--- config.mk ---
export PLATFORM = sky130hd
export DESIGN_NAME = muldiv_sequencer
export DESIGN_NICKNAME = d
export VERILOG_FILES = /design/src/rtl/muldiv_pkg.sv /design/src/rtl/muldiv_core.sv /design/src/rtl/muldiv_sequencer.sv
export SDC_FILE = /design/constraint.sdc
export NUM_CORES = 1
export LEC_CHECK = 0
export ABC_AREA = 1
export CORE_MARGIN = 1.5
export CORE_UTILIZATION = 42
export CTS_CLUSTER_DIAMETER = 30
export DETAILED_ROUTE_END_ITERATION = 6
export PLACE_DENSITY = 0.71
export SLEW_MARGIN = 20
export SYNTH_ARGS = -nofsm -noshare
export SYNTH_HDL_FRONTEND = slang
export SYNTH_HIERARCHICAL = 1
export SYNTH_SLANG_ARGS = --single-unit
--- constraint.sdc ---
create_clock -name clk_i -period 3.15 [get_ports clk_i]
set_input_delay 0.63 -clock clk_i [delete_from_list [all_inputs] [get_ports clk_i]]
set_output_delay 0.63 -clock clk_i [all_outputs]
set_load 0.005 [all_outputs]
--- src/rtl/muldiv_pkg.sv ---
// Shared definitions for the RV32M multiply/divide sequencer: funct3 codes,
// FSM state encoding, default width and a two's complement negate helper.
package muldiv_pkg;

  localparam int XLEN_DEF = 32;
  localparam int NEG_W    = 128;

  localparam logic [2:0] F3_MUL    = 3'b000;
  localparam logic [2:0] F3_MULH   = 3'b001;
  localparam logic [2:0] F3_MULHSU = 3'b010;
  localparam logic [2:0] F3_MULHU  = 3'b011;
  localparam logic [2:0] F3_DIV    = 3'b100;
  localparam logic [2:0] F3_DIVU   = 3'b101;
  localparam logic [2:0] F3_REM    = 3'b110;
  localparam logic [2:0] F3_REMU   = 3'b111;

  typedef enum logic [1:0] {
    S_IDLE = 2'd0,
    S_CALC = 2'd1,
    S_FIX  = 2'd2,
    S_DONE = 2'd3
  } state_e;

  // Wide enough for a 2*XLEN product at XLEN up to 64; callers size-cast the result.
  function automatic logic [NEG_W-1:0] negate(input logic [NEG_W-1:0] x);
    return ~x + {{(NEG_W-1){1'b0}}, 1'b1};
  endfunction

endpackage

--- src/rtl/muldiv_core.sv ---
// Iteration datapath: one shift-add multiply or restoring-divide step per step_i
// on a {hi, lo} register pair. The divide step exists only with MULDIV_DIV_EN.
module muldiv_core
  import muldiv_pkg::*;
#(
  parameter int XLEN = XLEN_DEF
) (
  input  logic            clk_i,
  input  logic            rst_i,
  input  logic            load_i,
  input  logic            step_i,
  input  logic            is_div_i,
  input  logic [XLEN-1:0] lo_init_i,
  input  logic [XLEN-1:0] opnd_i,
  output logic [XLEN-1:0] hi_o,
  output logic [XLEN-1:0] lo_o
);

  logic [XLEN-1:0] hi_q, lo_q, opnd_q, hi_d, lo_d;
  logic [XLEN:0]   sum_s;
`ifdef MULDIV_DIV_EN
  logic [XLEN:0]   rem_sh_s, diff_s;
`endif

  // Next value of the register pair for the current operation class.
  always_comb begin
    sum_s = {1'b0, hi_q} + (lo_q[0] ? {1'b0, opnd_q} : {(XLEN+1){1'b0}});
`ifdef MULDIV_DIV_EN
    rem_sh_s = {hi_q, lo_q[XLEN-1]};
    diff_s   = rem_sh_s - {1'b0, opnd_q};
    if (is_div_i) begin
      hi_d = diff_s[XLEN] ? rem_sh_s[XLEN-1:0] : diff_s[XLEN-1:0];
      lo_d = {lo_q[XLEN-2:0], ~diff_s[XLEN]};
    end else begin
      hi_d = sum_s[XLEN:1];
      lo_d = {sum_s[0], lo_q[XLEN-1:1]};
    end
`else
    if (is_div_i) begin
      hi_d = hi_q;
      lo_d = lo_q;
    end else begin
      hi_d = sum_s[XLEN:1];
      lo_d = {sum_s[0], lo_q[XLEN-1:1]};
    end
`endif
  end

  // Register pair and latched multiplicand/divisor.
  always_ff @(posedge clk_i) begin
    if (rst_i) begin
      hi_q   <= {XLEN{1'b0}};
      lo_q   <= {XLEN{1'b0}};
      opnd_q <= {XLEN{1'b0}};
    end else if (load_i) begin
      hi_q   <= {XLEN{1'b0}};
      lo_q   <= lo_init_i;
      opnd_q <= opnd_i;
    end else if (step_i) begin
      hi_q   <= hi_d;
      lo_q   <= lo_d;
    end
  end

  assign hi_o = hi_q;
  assign lo_o = lo_q;

endmodule

--- src/rtl/muldiv_sequencer.sv ---
// Iterative RV32M multiply/divide sequencer with fixed XLEN+3 cycle latency.
// Divide ops are implemented only when MULDIV_DIV_EN is defined; otherwise they return 0.
module muldiv_sequencer
  import muldiv_pkg::*;
#(
  parameter int XLEN = XLEN_DEF
) (
  input  logic            clk_i,
  input  logic            rst_i,
  input  logic            start_i,
  input  logic [2:0]      funct3_i,
  input  logic [XLEN-1:0] op_a_i,
  input  logic [XLEN-1:0] op_b_i,
  input  logic            flush_i,
  output logic            busy_o,
  output logic            stall_o,
  output logic            done_o,
  output logic [XLEN-1:0] result_o
);

  localparam int CW = $clog2(XLEN);
  localparam logic [CW-1:0] CNT_LAST = CW'(XLEN - 1);

  state_e            state_q;
  logic [CW-1:0]     cnt_q;
  logic [2:0]        f3_q;
  logic              neg_q, busy_q, done_q;
  logic [XLEN-1:0]   fix_q, result_q;
  logic [XLEN-1:0]   hi_s, lo_s, mag_a_s, mag_b_s, mul_res_s, fix_d;
  logic [2*XLEN-1:0] prod_s, prod_fix_s;
  logic              accept_s, sa_s, sb_s, neg_s;
`ifdef MULDIV_DIV_EN
  logic [XLEN-1:0]   a_raw_q, div_raw_s, div_res_s;
  logic              div0_q, ovf_q;
`endif

  assign accept_s = (state_q == S_IDLE) && start_i && !flush_i;

  // Operand signedness, magnitudes and the sign the final result must carry.
  always_comb begin
    case (funct3_i)
      F3_MULH, F3_DIV, F3_REM: begin
        sa_s = op_a_i[XLEN-1];
        sb_s = op_b_i[XLEN-1];
      end
      F3_MULHSU: begin
        sa_s = op_a_i[XLEN-1];
        sb_s = 1'b0;
      end
      default: begin
        sa_s = 1'b0;
        sb_s = 1'b0;
      end
    endcase
    mag_a_s = sa_s ? XLEN'(negate(NEG_W'(op_a_i))) : op_a_i;
    mag_b_s = sb_s ? XLEN'(negate(NEG_W'(op_b_i))) : op_b_i;
    neg_s   = (funct3_i == F3_REM) ? sa_s : (sa_s ^ sb_s);
  end

  muldiv_core #(.XLEN(XLEN)) u_core (
    .clk_i     (clk_i),
    .rst_i     (rst_i),
    .load_i    (accept_s),
    .step_i    (state_q == S_CALC),
    .is_div_i  (f3_q[2]),
    .lo_init_i (funct3_i[2] ? mag_a_s : mag_b_s),
    .opnd_i    (funct3_i[2] ? mag_b_s : mag_a_s),
    .hi_o      (hi_s),
    .lo_o      (lo_s)
  );

  // Sign fix-up, half/quotient/remainder select and architectural overrides.
  always_comb begin
    prod_s     = {hi_s, lo_s};
    prod_fix_s = neg_q ? (2*XLEN)'(negate(NEG_W'(prod_s))) : prod_s;
    mul_res_s  = (f3_q == F3_MUL) ? prod_fix_s[XLEN-1:0] : prod_fix_s[2*XLEN-1:XLEN];
`ifdef MULDIV_DIV_EN
    div_raw_s = f3_q[1] ? hi_s : lo_s;
    if (div0_q) begin
      div_res_s = f3_q[1] ? a_raw_q : {XLEN{1'b1}};
    end else if (ovf_q) begin
      div_res_s = f3_q[1] ? {XLEN{1'b0}} : {1'b1, {(XLEN-1){1'b0}}};
    end else begin
      div_res_s = neg_q ? XLEN'(negate(NEG_W'(div_raw_s))) : div_raw_s;
    end
    fix_d = f3_q[2] ? div_res_s : mul_res_s;
`else
    fix_d = f3_q[2] ? {XLEN{1'b0}} : mul_res_s;
`endif
  end

  // Control FSM; busy stays up through the done cycle so its width is XLEN+3.
  always_ff @(posedge clk_i) begin
    if (rst_i) begin
      state_q  <= S_IDLE;
      cnt_q    <= {CW{1'b0}};
      f3_q     <= 3'd0;
      neg_q    <= 1'b0;
      busy_q   <= 1'b0;
      done_q   <= 1'b0;
      fix_q    <= {XLEN{1'b0}};
      result_q <= {XLEN{1'b0}};
`ifdef MULDIV_DIV_EN
      a_raw_q  <= {XLEN{1'b0}};
      div0_q   <= 1'b0;
      ovf_q    <= 1'b0;
`endif
    end else if (flush_i && (state_q != S_IDLE)) begin
      state_q <= S_IDLE;
      busy_q  <= 1'b0;
      done_q  <= 1'b0;
    end else begin
      done_q <= 1'b0;
      case (state_q)
        S_IDLE: begin
          busy_q <= accept_s;
          if (accept_s) begin
            state_q <= S_CALC;
            cnt_q   <= {CW{1'b0}};
            f3_q    <= funct3_i;
            neg_q   <= neg_s;
`ifdef MULDIV_DIV_EN
            a_raw_q <= op_a_i;
            div0_q  <= (op_b_i == {XLEN{1'b0}});
            ovf_q   <= !funct3_i[0] && (op_a_i == {1'b1, {(XLEN-1){1'b0}}})
                       && (op_b_i == {XLEN{1'b1}});
`endif
          end
        end
        S_CALC: begin
          cnt_q <= cnt_q + {{(CW-1){1'b0}}, 1'b1};
          if (cnt_q == CNT_LAST) state_q <= S_FIX;
        end
        S_FIX: begin
          fix_q   <= fix_d;
          state_q <= S_DONE;
        end
        S_DONE: begin
          result_q <= fix_q;
          done_q   <= 1'b1;
          state_q  <= S_IDLE;
        end
        default: state_q <= S_IDLE;
      endcase
    end
  end

  assign busy_o   = busy_q;
  assign stall_o  = busy_q | (start_i & ~flush_i);
  assign done_o   = done_q;
  assign result_o = result_q;

endmodule

==> flow_metrics.env <==
export IMPL_outcome="finished with violations"
export IMPL_violations="DRC"
export IMPL_cts_buffers=17
export IMPL_crit_path_top_delay_cell="clkdlybuf4s50_1"
export IMPL_drtIter0Drc=1587
export IMPL_ctsResizeCount=0
export IMPL_vias=16100
export IMPL_clk_latency_ps=450
export IMPL_period_share_pct=85.7
export IMPL_antenna_found_initial=0
export IMPL_seqPwrFrac_pct=29.9
export IMPL_numPortBuffers=105
export IMPL_grt_pass1_vias=14600
export IMPL_cts_tree="done"
export IMPL_synthFlopType="dfxtp_1"
export IMPL_dieArea_mm2=0.0354
export IMPL_period_minus_slack_ps=2700
export IMPL_min_path_cells=2
export IMPL_min_path_type="reg2reg"
export IMPL_yosysWarnings=6
export IMPL_final_setup_skew_ps=11.7
export IMPL_rsz0062_at_grt="no"
export IMPL_hp_start="fix_q[29]"
export IMPL_p_int_mw=5.45
export IMPL_firstDrtPassIters=7
export IMPL_avgRoutedWirePerCell_um=16.2
export IMPL_slew_headroom_pct=31.0
export IMPL_synth_top_area_share_pct=24.1
export IMPL_clockRootBuffer="clkbuf_16"
export IMPL_netlist_instances=2561
export IMPL_syn_area_per_cell_um2=5.62
export IMPL_finalSetupViolations=0
export IMPL_nFillCells=3624
export IMPL_grt_max_degree=99
export IMPL_synth_area_leaders="dfxtp_1 (24%), nand2_1 (22%), nor2_1 (9.0%), inv_1 (8.4%), nand3_1 (8.0%)"
export IMPL_antennaDiodeCount=0
export IMPL_p_leak_nw=8.08
export IMPL_post_cts_buffers=0
export IMPL_area_growth_pct=14.3
export IMPL_crit_path_frequent_cell="nand2_1"
export IMPL_die_x_um=188
export IMPL_slew_viol_final=0
export IMPL_fmax_mhz=371
export IMPL_r2r_end="u_core/hi_o[23]"
export IMPL_cts_hold_buf=0
export IMPL_fin_tns_setup_ps=0
export IMPL_synth_distinct_cells=49
export IMPL_p_comb_share_pct=49.9
export IMPL_grt_usage_pct=27.7
export IMPL_grt_pass1_wl_um=77500
export IMPL_synthArstFlopShare_pct=0
export IMPL_clock_sinks=173
export IMPL_whs_endpoint="fix_q[29]"
export IMPL_ant_nets=0
export IMPL_drive_gt1_share_pct=5.48
export IMPL_gp_congestion=0.989
export IMPL_total_power_mw=10.7
export IMPL_irDropWorstVdd_uv=423
export IMPL_htreeDepth=4
export IMPL_synth_area_leader_cell="dfxtp_1"
export IMPL_rows=67
export IMPL_critPathMaxFanout=4
export IMPL_vias_per_cell=5.24
export IMPL_clkTransAtPathRegs_ps=70
export IMPL_tightest_slew_ps=1030
export IMPL_syn_cell_area_mm2=0.0144
export IMPL_cpLargestDelayFamily="simple AND/OR/NAND/NOR gates"
export IMPL_regToRegSetupSlack_ps=590
export IMPL_power_frac_clock_pct=20.2
export IMPL_worstRegToRegCells=15
export IMPL_synth_fp_nets=2674
export IMPL_drv_cap=0
export IMPL_r2r_start="u_core/lo_o[0]"
export IMPL_cp_cell_sequence="clkdlybuf4s50_1 > inv_1 > nand3_1 > nor2_2 > nand2_1 > nor3_4 > nand4_1 > o21ai_1 > nand3_1 > nand2_1 > nand2_1 > a31oi_1"
export IMPL_synth_edff_count=0
export IMPL_layout_common_cells="nand2_1 (840), nor2_1 (344), inv_1 (323)"
export IMPL_nNetsFinal=2730
export IMPL_setup_worst_path_end_class="register"
export IMPL_layout_commonest_cell="nand2_1"
export IMPL_ctsLongestPathBuffers=2
export IMPL_crit_buf_inv=2
export IMPL_cpPeakStageDelay_ps=440
export IMPL_ys_seq_area_share_pct=24.1
export IMPL_core_mm2=0.0336
export IMPL_grt_ovfl_total=0
export IMPL_worstPathArrival_ps=3060
export IMPL_num_io_pins=106
export IMPL_powerDensity_mw_per_mm2=650
export IMPL_synth_seq_cells=173
export IMPL_timing_hold_ws_ps=463
export IMPL_wirelength_um=49700
export IMPL_drc_errors=12
export IMPL_finalHoldViolations=0
export IMPL_die_y_um=188
export IMPL_power_switching_mw=5.23
export IMPL_place_hpwl_um=39700
export IMPL_cp_start_kind="input port"
export IMPL_switching_share_pct=49.0
export IMPL_cp_required_ps=3510
export IMPL_path_class="in2reg"
export IMPL_start_util_pct=42.8
-- state kept, by name, indices dropped and copies added (netlist names) --
register       count
u_core/opnd_q     32
neg_q              1
u_core/lo_o       32
cnt_q              5
result_o          32
f3_q               3
done_o             1
u_core/hi_o       32
busy_o             1
state_q            2
fix_q             32
-- cell families after synthesis --
| logic type | count (synthesis) | synth area share (%) |
|---|---|---|
| AO/OA/AOI/OAI | 311 | 12.0 |
| XOR/XNOR | 61 | 3.71 |
| adder cells (fa/ha/maj) | 42 | 3.70 |
| buffers and inverters | 436 | 11.8 |
| flip-flops | 173 | 24.1 |
| AND/OR/NAND/NOR | 1538 | 44.7 |
-- power groups by stage --
stage,Clock (mW),Combinational (mW),Sequential [mW]
final,2.16,5.33,3.19
after global routing,2.28,5.98,3.23
after CTS,2.19,5.27,3.17
after detailed placement,0,5.24,3.22
after global placement,0,5.19,3.20
after floorplan,0,3.81,2.91
-- per-layer routing --
metal,wire (um),track usage [%]
met5,0,0
met4,1630,10.8
met3,3150,3.28
met2,22300,44.6
met1,22700,37.7
-- worst min-delay path: cells and delay by family (launching register included) --
family           cells  cell delay [ps]
AO/OA/AOI/OAI        1               50
flip-flops           1              310
AND/OR/NAND/NOR      1               60
-- Yosys cell counts, types with 4 or more instances --
cell,number
nor3_1,18
a31oi_1,34
nor2_1,346
o21bai_1,6
inv_2,14
buf_1,10
buf_2,20
o211ai_1,7
nand3_2,9
nand4_1,27
xnor2_1,10
a21oi_1,110
nand2_2,22
ha_1,41
o21ai_1,23
nand3_1,229
dfxtp_1,173
inv_1,323
a21o_1,6
buf_4,4
xor2_1,51
nor2_2,14
o21ai_0,112
nand3b_1,13
nand2_1,840
clkbuf_1,58
-- worst max path at each step --
| stage | start | end | slack, ps | depth (start not counted) |
|---|---|---|---|---|
| floorplan | u_core/lo_o[0] | u_core/hi_o[23] | 950 | 16 |
| global placement | op_a_i[9] | u_core/lo_o[31] | 110 | 12 |
| detailed placement | op_a_i[0] | u_core/lo_o[31] | 110 | 12 |
| CTS | op_a_i[0] | u_core/lo_o[31] | 560 | 12 |
| global route | op_a_i[9] | u_core/lo_o[29] | 310 | 14 |
| finish | op_a_i[0] | u_core/lo_o[31] | 450 | 12 |
-- area by class of cell --
type / count / area, um^2 / area share [%]
multi-input combinational: 1952 / 9240 / 56.2
sequential: 173 / 3460 / 21.1
timing repair buffer: 132 / 1290 / 7.87
inverter: 341 / 1280 / 7.80
tap: 448 / 561 / 3.41
clock buffer: 17 / 425 / 2.59
clock inverter: 15 / 176 / 1.07
-- per-stage QoR --
step,instance area (um^2),instances,setup WS [ps],util (%)
floorplan,14400,2561,947,-
global placement,15800,3046,114,47.1
detailed placement,15800,3046,110,47.1
CTS,16400,3078,565,48.9
global route,16400,3078,313,48.9
finish,16400,3078,452,48.9
Power figures use the tool's default switching activity.
==> variant 1 (config.mk and constraints unchanged) <==
Build with the macro `MULDIV_DIV_EN` defined.
--- a/src/rtl/muldiv_core.sv
+++ b/src/rtl/muldiv_core.sv
@@ -2,2 +2,4 @@
 // on a {hi, lo} register pair. The divide step exists only with MULDIV_DIV_EN.
+`define MULDIV_DIV_EN
+
 module muldiv_core
Function: same outputs for any inputs over 10 cycles, from zero or initial values and one cycle with rst_i high; that may be too few to reach the edited logic, so the function may still have changed.
==> variant 1 against the original RTL <==
  * Via count grew 58%
  * Final area is 52% higher
  * Sequential cell count is 34 higher
  * Wire length grew 77%
  * Utilization up 2.1 points
  * Power up 110%
  * Synthesized area increased by 46%
  * Setup slack lost 0.26 ns
==> variant 1: results (changes against the original RTL) <==
| Metric | Value |
|---|---|
| Run status | finished clean |
| Worst hold endpoint | fix_q[0] |
| First-pass GRT wire length | 132,000 um (+70%) |
| CP max stage cell | dfxtp_1 |
| Hold Startpoint | fix_q[0] |
| List of most frequent post-synthesis cells | nand2_1 (1,153), inv_1 (511), nor2_1 (502) |
| Vias per cell | 5.51 (+5.1%) |
| Worst Tran Pin Value | 0.914 ns (-0.121 ns) |
| DP Wirelength | 70,100 um (+76%) |
| Worst Path Max Fanout | 33 (+29) |
| Post-Place Cells | 4,538 (+49%) |
| Post-Route Skew | 0.0321 ns (+0.0203 ns) |
| Critical path arrival | 3.46 ns (+0.40 ns) |
| Reg-to-reg startpoint | u_core/opnd_q[18] |
| Lkg Pwr | 12.6 nW (+55%) |
| Initial drt markers | 3,331 (+110%) |
| Initial antenna violation count | 1 (+1) |
| R2r endpoint | u_core/hi_o[29] |
| Clock slew seen by the registers of the worst setup and hold paths | 0.05 ns (-0.02 ns) |
| Maximum vdd drop | 0.551 mV (+30%) |
| Share of layout cells above drive strength 1 | 0.0783 (+0.0235) |
| Reg2Reg Setup Slack | 0.19 ns (-0.40 ns) |
| Post-synthesis sequential area ratio | 0.198 (-0.0428) |
| Post-Synthesis Net Count | 3,956 (+48%) |
| CTS HTree Levels | 2 (-2) |
| Total track usage | 0.337 (+0.0604) |
| Pin count of the biggest net entering global routing | 78 (-21%) |
variant 1: changes by cell type after synthesis, sizes merged, moves of 31 or more:
cell	change
nand2	+313
a21oi	+106
inv	+187
nor2	+160
ha	+34
a211oi	+31
o21ai	+186
clkbuf	+32
dfxtp	+34
variant 1: stage by stage:
stage                util  total power, mW  hold slack (ns)  worst slack, ns
global route        0.510             24.1            0.455           0.0388
finish              0.510             22.6            0.459            0.191
global placement    0.470             16.1            0.450            0.128
CTS                 0.510             22.2            0.427            0.261
floorplan               -             12.3            0.430            0.672
detailed placement  0.470             16.1            0.454            0.104
variant 1: cell families after synthesis:
family,Yosys count
and+or+nand+nor,2109
DFF,207
adders and majority gates,77
xor gates and xnor gates,77
AOI/OAI and AO/OA,660
buffers and inverters,678
variant 1: per-layer routing:
layer | track usage | vias up | wire, um
met5 | 0 | - | 9
met4 | 0.144 | 2 | 3960
li1 | - | 12400 | -
met2 | 0.501 | 1426 | 36600
met1 | 0.463 | 11500 | 37400
met3 | 0.0797 | 201 | 10100
variant 1: power groups by stage:
stage | combinational (mW) | clock, mW | sequential [mW]
after detailed placement | 12.5 | 0 | 3.59
final | 13.0 | 5.96 | 3.60
after global routing | 14.3 | 6.12 | 3.61
after floorplan | 8.81 | 0 | 3.45
after CTS | 12.6 | 5.99 | 3.55
after global placement | 12.5 | 0 | 3.59
variant 1: worst register-to-register path, stage by stage, from the launching register on:
cell and delay, ns:
dfxtp_1 0.44, inv_1 0.19, ha_1 0.39, nand2_1 0.13, inv_1 0.04, nand2_1 0.05
nand2_1 0.07, nand2_1 0.06, nand2_1 0.07, a21oi_1 0.25, nand3_2 0.27, nand2_4 0.37
nand2_1 0.19, nand2_1 0.09, nand2_1 0.10, a21oi_2 0.16
variant 1: worst max-delay path by stage:
stage | cells past startpoint | slack (ns) | startpoint | endpoint
2_1_floorplan | 11 | 0.67 | flush_i | u_core/lo_o[27]
3_3_place_gp | 14 | 0.13 | op_b_i[3] | u_core/lo_o[31]
3_5_place_dp | 15 | 0.10 | op_a_i[0] | u_core/lo_o[25]
4_1_cts | 15 | 0.26 | u_core/opnd_q[18] | u_core/hi_o[29]
5_1_grt | 15 | 0.04 | u_core/opnd_q[25] | u_core/hi_o[25]
6_report | 15 | 0.19 | u_core/opnd_q[18] | u_core/hi_o[29]
variant 1: layout make-up:
cell class,instances,area (um2)
clock inverters,35,526
multi-input cells,2923,14100
inverters,527,1980
clock buffers,65,1440
fillers,5271,24000
well taps,664,831
repair buffers,217,1940
flip-flops and latches,207,4150
==> variant 2 (same flow settings) <==
Made on the original files. The 4 states of `state_e` get a Gray code encoding in 2 bits.
--- a/src/rtl/muldiv_pkg.sv
+++ b/src/rtl/muldiv_pkg.sv
@@ -17,6 +17,6 @@
   typedef enum logic [1:0] {
-    S_IDLE = 2'd0,
-    S_CALC = 2'd1,
-    S_FIX  = 2'd2,
-    S_DONE = 2'd3
+    S_IDLE = 2'b00,
+    S_CALC = 2'b01,
+    S_FIX  = 2'b11,
+    S_DONE = 2'b10
   } state_e;
Formal check against the unedited RTL: same outputs for any inputs over 10 cycles, from zero or initial values and one cycle with rst_i high; not proved beyond that.
==> variant 2 against the original RTL <==
  * Wire length rose by 1.7%
  * Synthesized area fell by 0.50%
  * Sequential cell count did not move
  * Setup slack improved by 0.11 ns
  * Largest cell class unchanged
  * Sequential share of layout area rose by 0.079 points
  * Final area fell by 0.37%
Power is not compared: it rests on default switching activity, and its combinational part moved more than twofold at a synthesized area within 25%.
==> variant 2: results (changes against the original RTL) <==
| Metric | Value |
|---|---|
| Critical path arrival | 2.94 ns (-0.12 ns) |
| Share of layout cells above drive strength 1 | 0.0585 (+0.00373) |
| Initial drt markers | 1,416 (-11%) |
| Routed vias | 16,200 (+0.21%) |
| Port bufs | 105 (unchanged) |
| Pin count of the biggest net entering global routing | 68 (-31%) |
| GRT met1 Usage | 0.404 (+0.0276) |
| Worst reg2reg path depth | 14 (-1) |
| Hold Crit Depth | 2 (unchanged) |
| DRT Pass-1 Iters | 5 (-2) |
| Run status | finished clean |
| Met3 wire len | 3180 um (+1.0%) |
| Pre-CTS setup slack | 0.174 ns (+0.0637 ns) |
| DP Wirelength | 39,800 um (about the same) |
| WL met2 | 22,100 um (-0.94%) |
| Grt met2 use | 0.449 (+0.00265) |
| Worst-Skew Late Latency | 0.45 ns (about the same) |
| Post-Route Skew | 0.0197 ns (+0.00797 ns) |
| Vias in the first global route | 14,500 (-0.93%) |
| Clock slew seen by the registers of the worst setup and hold paths | 0.09 ns (+0.02 ns) |
| Initial antenna violation count | 0 (unchanged) |
| Compound-gate portion of the synthesized area | 0.133 (+0.0129) |
| Num CTS Buffers | 17 (unchanged) |
| GR Util met3 | 0.0288 (-0.00393) |
| DRT met1 WL | 23,700 um (+4.7%) |
| Synth Area in XOR/XNOR | 0.0347 (-0.00243) |
| Top cells by area, synth | dfxtp_1 (24%), nand2_1 (22%), inv_1 (9.1%), nand3_1 (8.0%), nor2_1 (7.8%) |
| Post-layout power | 6.45 mW |
| GP Congestion | 0.958 (-3.1%) |
| Worst slew margin | 0.290 (-0.0209) |
| List of most frequent post-synthesis cells | nand2_1 (835), inv_1 (346), nor2_1 (299) |
| Post-synthesis sequential area ratio | 0.242 (+0.00122) |
| Maximum vdd drop | 0.383 mV |
| Total Nets Final | 2,712 (-0.66%) |
| Worst Path Max Fanout | 30 (+26) |
| First-pass GRT wire length | 79,400 um (+2.5%) |
| Total track usage | 0.285 (+0.00756) |
| Switching Share | 0.385 |
| Wire per inst | 16.5 um (+2.1%) |
| Adder-cell share of the synthesized area | 0.0337 (-0.00331) |
-- variant 2: changes by cell type after synthesis, sizes merged, moves of 4 or more --
| cell | change |
|---|---|
| nor2 | -47 |
| a21oi | +38 |
| inv | +25 |
| nand3b | -8 |
| nand2 | -7 |
| ha | -4 |
| o211ai | -4 |
| o21ai | -4 |
-- variant 2: path summary, 6_finish.rpt --
check / end / slack [ns] / from
setup / recovery: u_core/hi_o[27] / 0.56 / u_core/lo_o[0]
hold / removal: result_o[16] / 0.44 / result_o[16]
setup reg to reg: u_core/hi_o[27] / 0.56 / u_core/lo_o[0]
hold reg to reg: result_o[16] / 0.44 / result_o[16]
-- variant 2: area by class of cell --
cell class / count / area (um2)
well taps: 448 / 561
clock buffers: 17 / 425
clock inverters: 15 / 206
multi-input cells: 1914 / 9090
fillers: 3612 / 17100
flip-flops and latches: 173 / 3460
repair buffers: 132 / 1270
inverters: 365 / 1370
-- variant 2: metrics by stage --
| stage | utilization | area (um2) | hold slack, ns | cells |
|---|---|---|---|---|
| 5_1_grt | 0.489 | 16400 | 0.452 | 3064 |
| 6_report | 0.489 | 16400 | 0.444 | 3064 |
| 4_1_cts | 0.489 | 16400 | 0.447 | 3064 |
| 3_5_place_dp | 0.470 | 15800 | 0.435 | 3032 |
| 3_3_place_gp | 0.470 | 15800 | 0.431 | 3032 |
| 2_1_floorplan | - | 14300 | 0.440 | 2547 |
-- variant 2: worst max-delay path, cell delays in order (launching register included) --
cell and delay (ns):
dfxtp_1 0.57, buf_12 0.25, nand2_1 0.16, inv_1 0.11
ha_1 0.30, a21oi_1 0.24, nor2_1 0.08, nor2_1 0.12
nand2_1 0.06, a21oi_1 0.24, nand2_1 0.08, nand2_1 0.06
nand3_1 0.06, nand2_1 0.09, inv_1 0.04
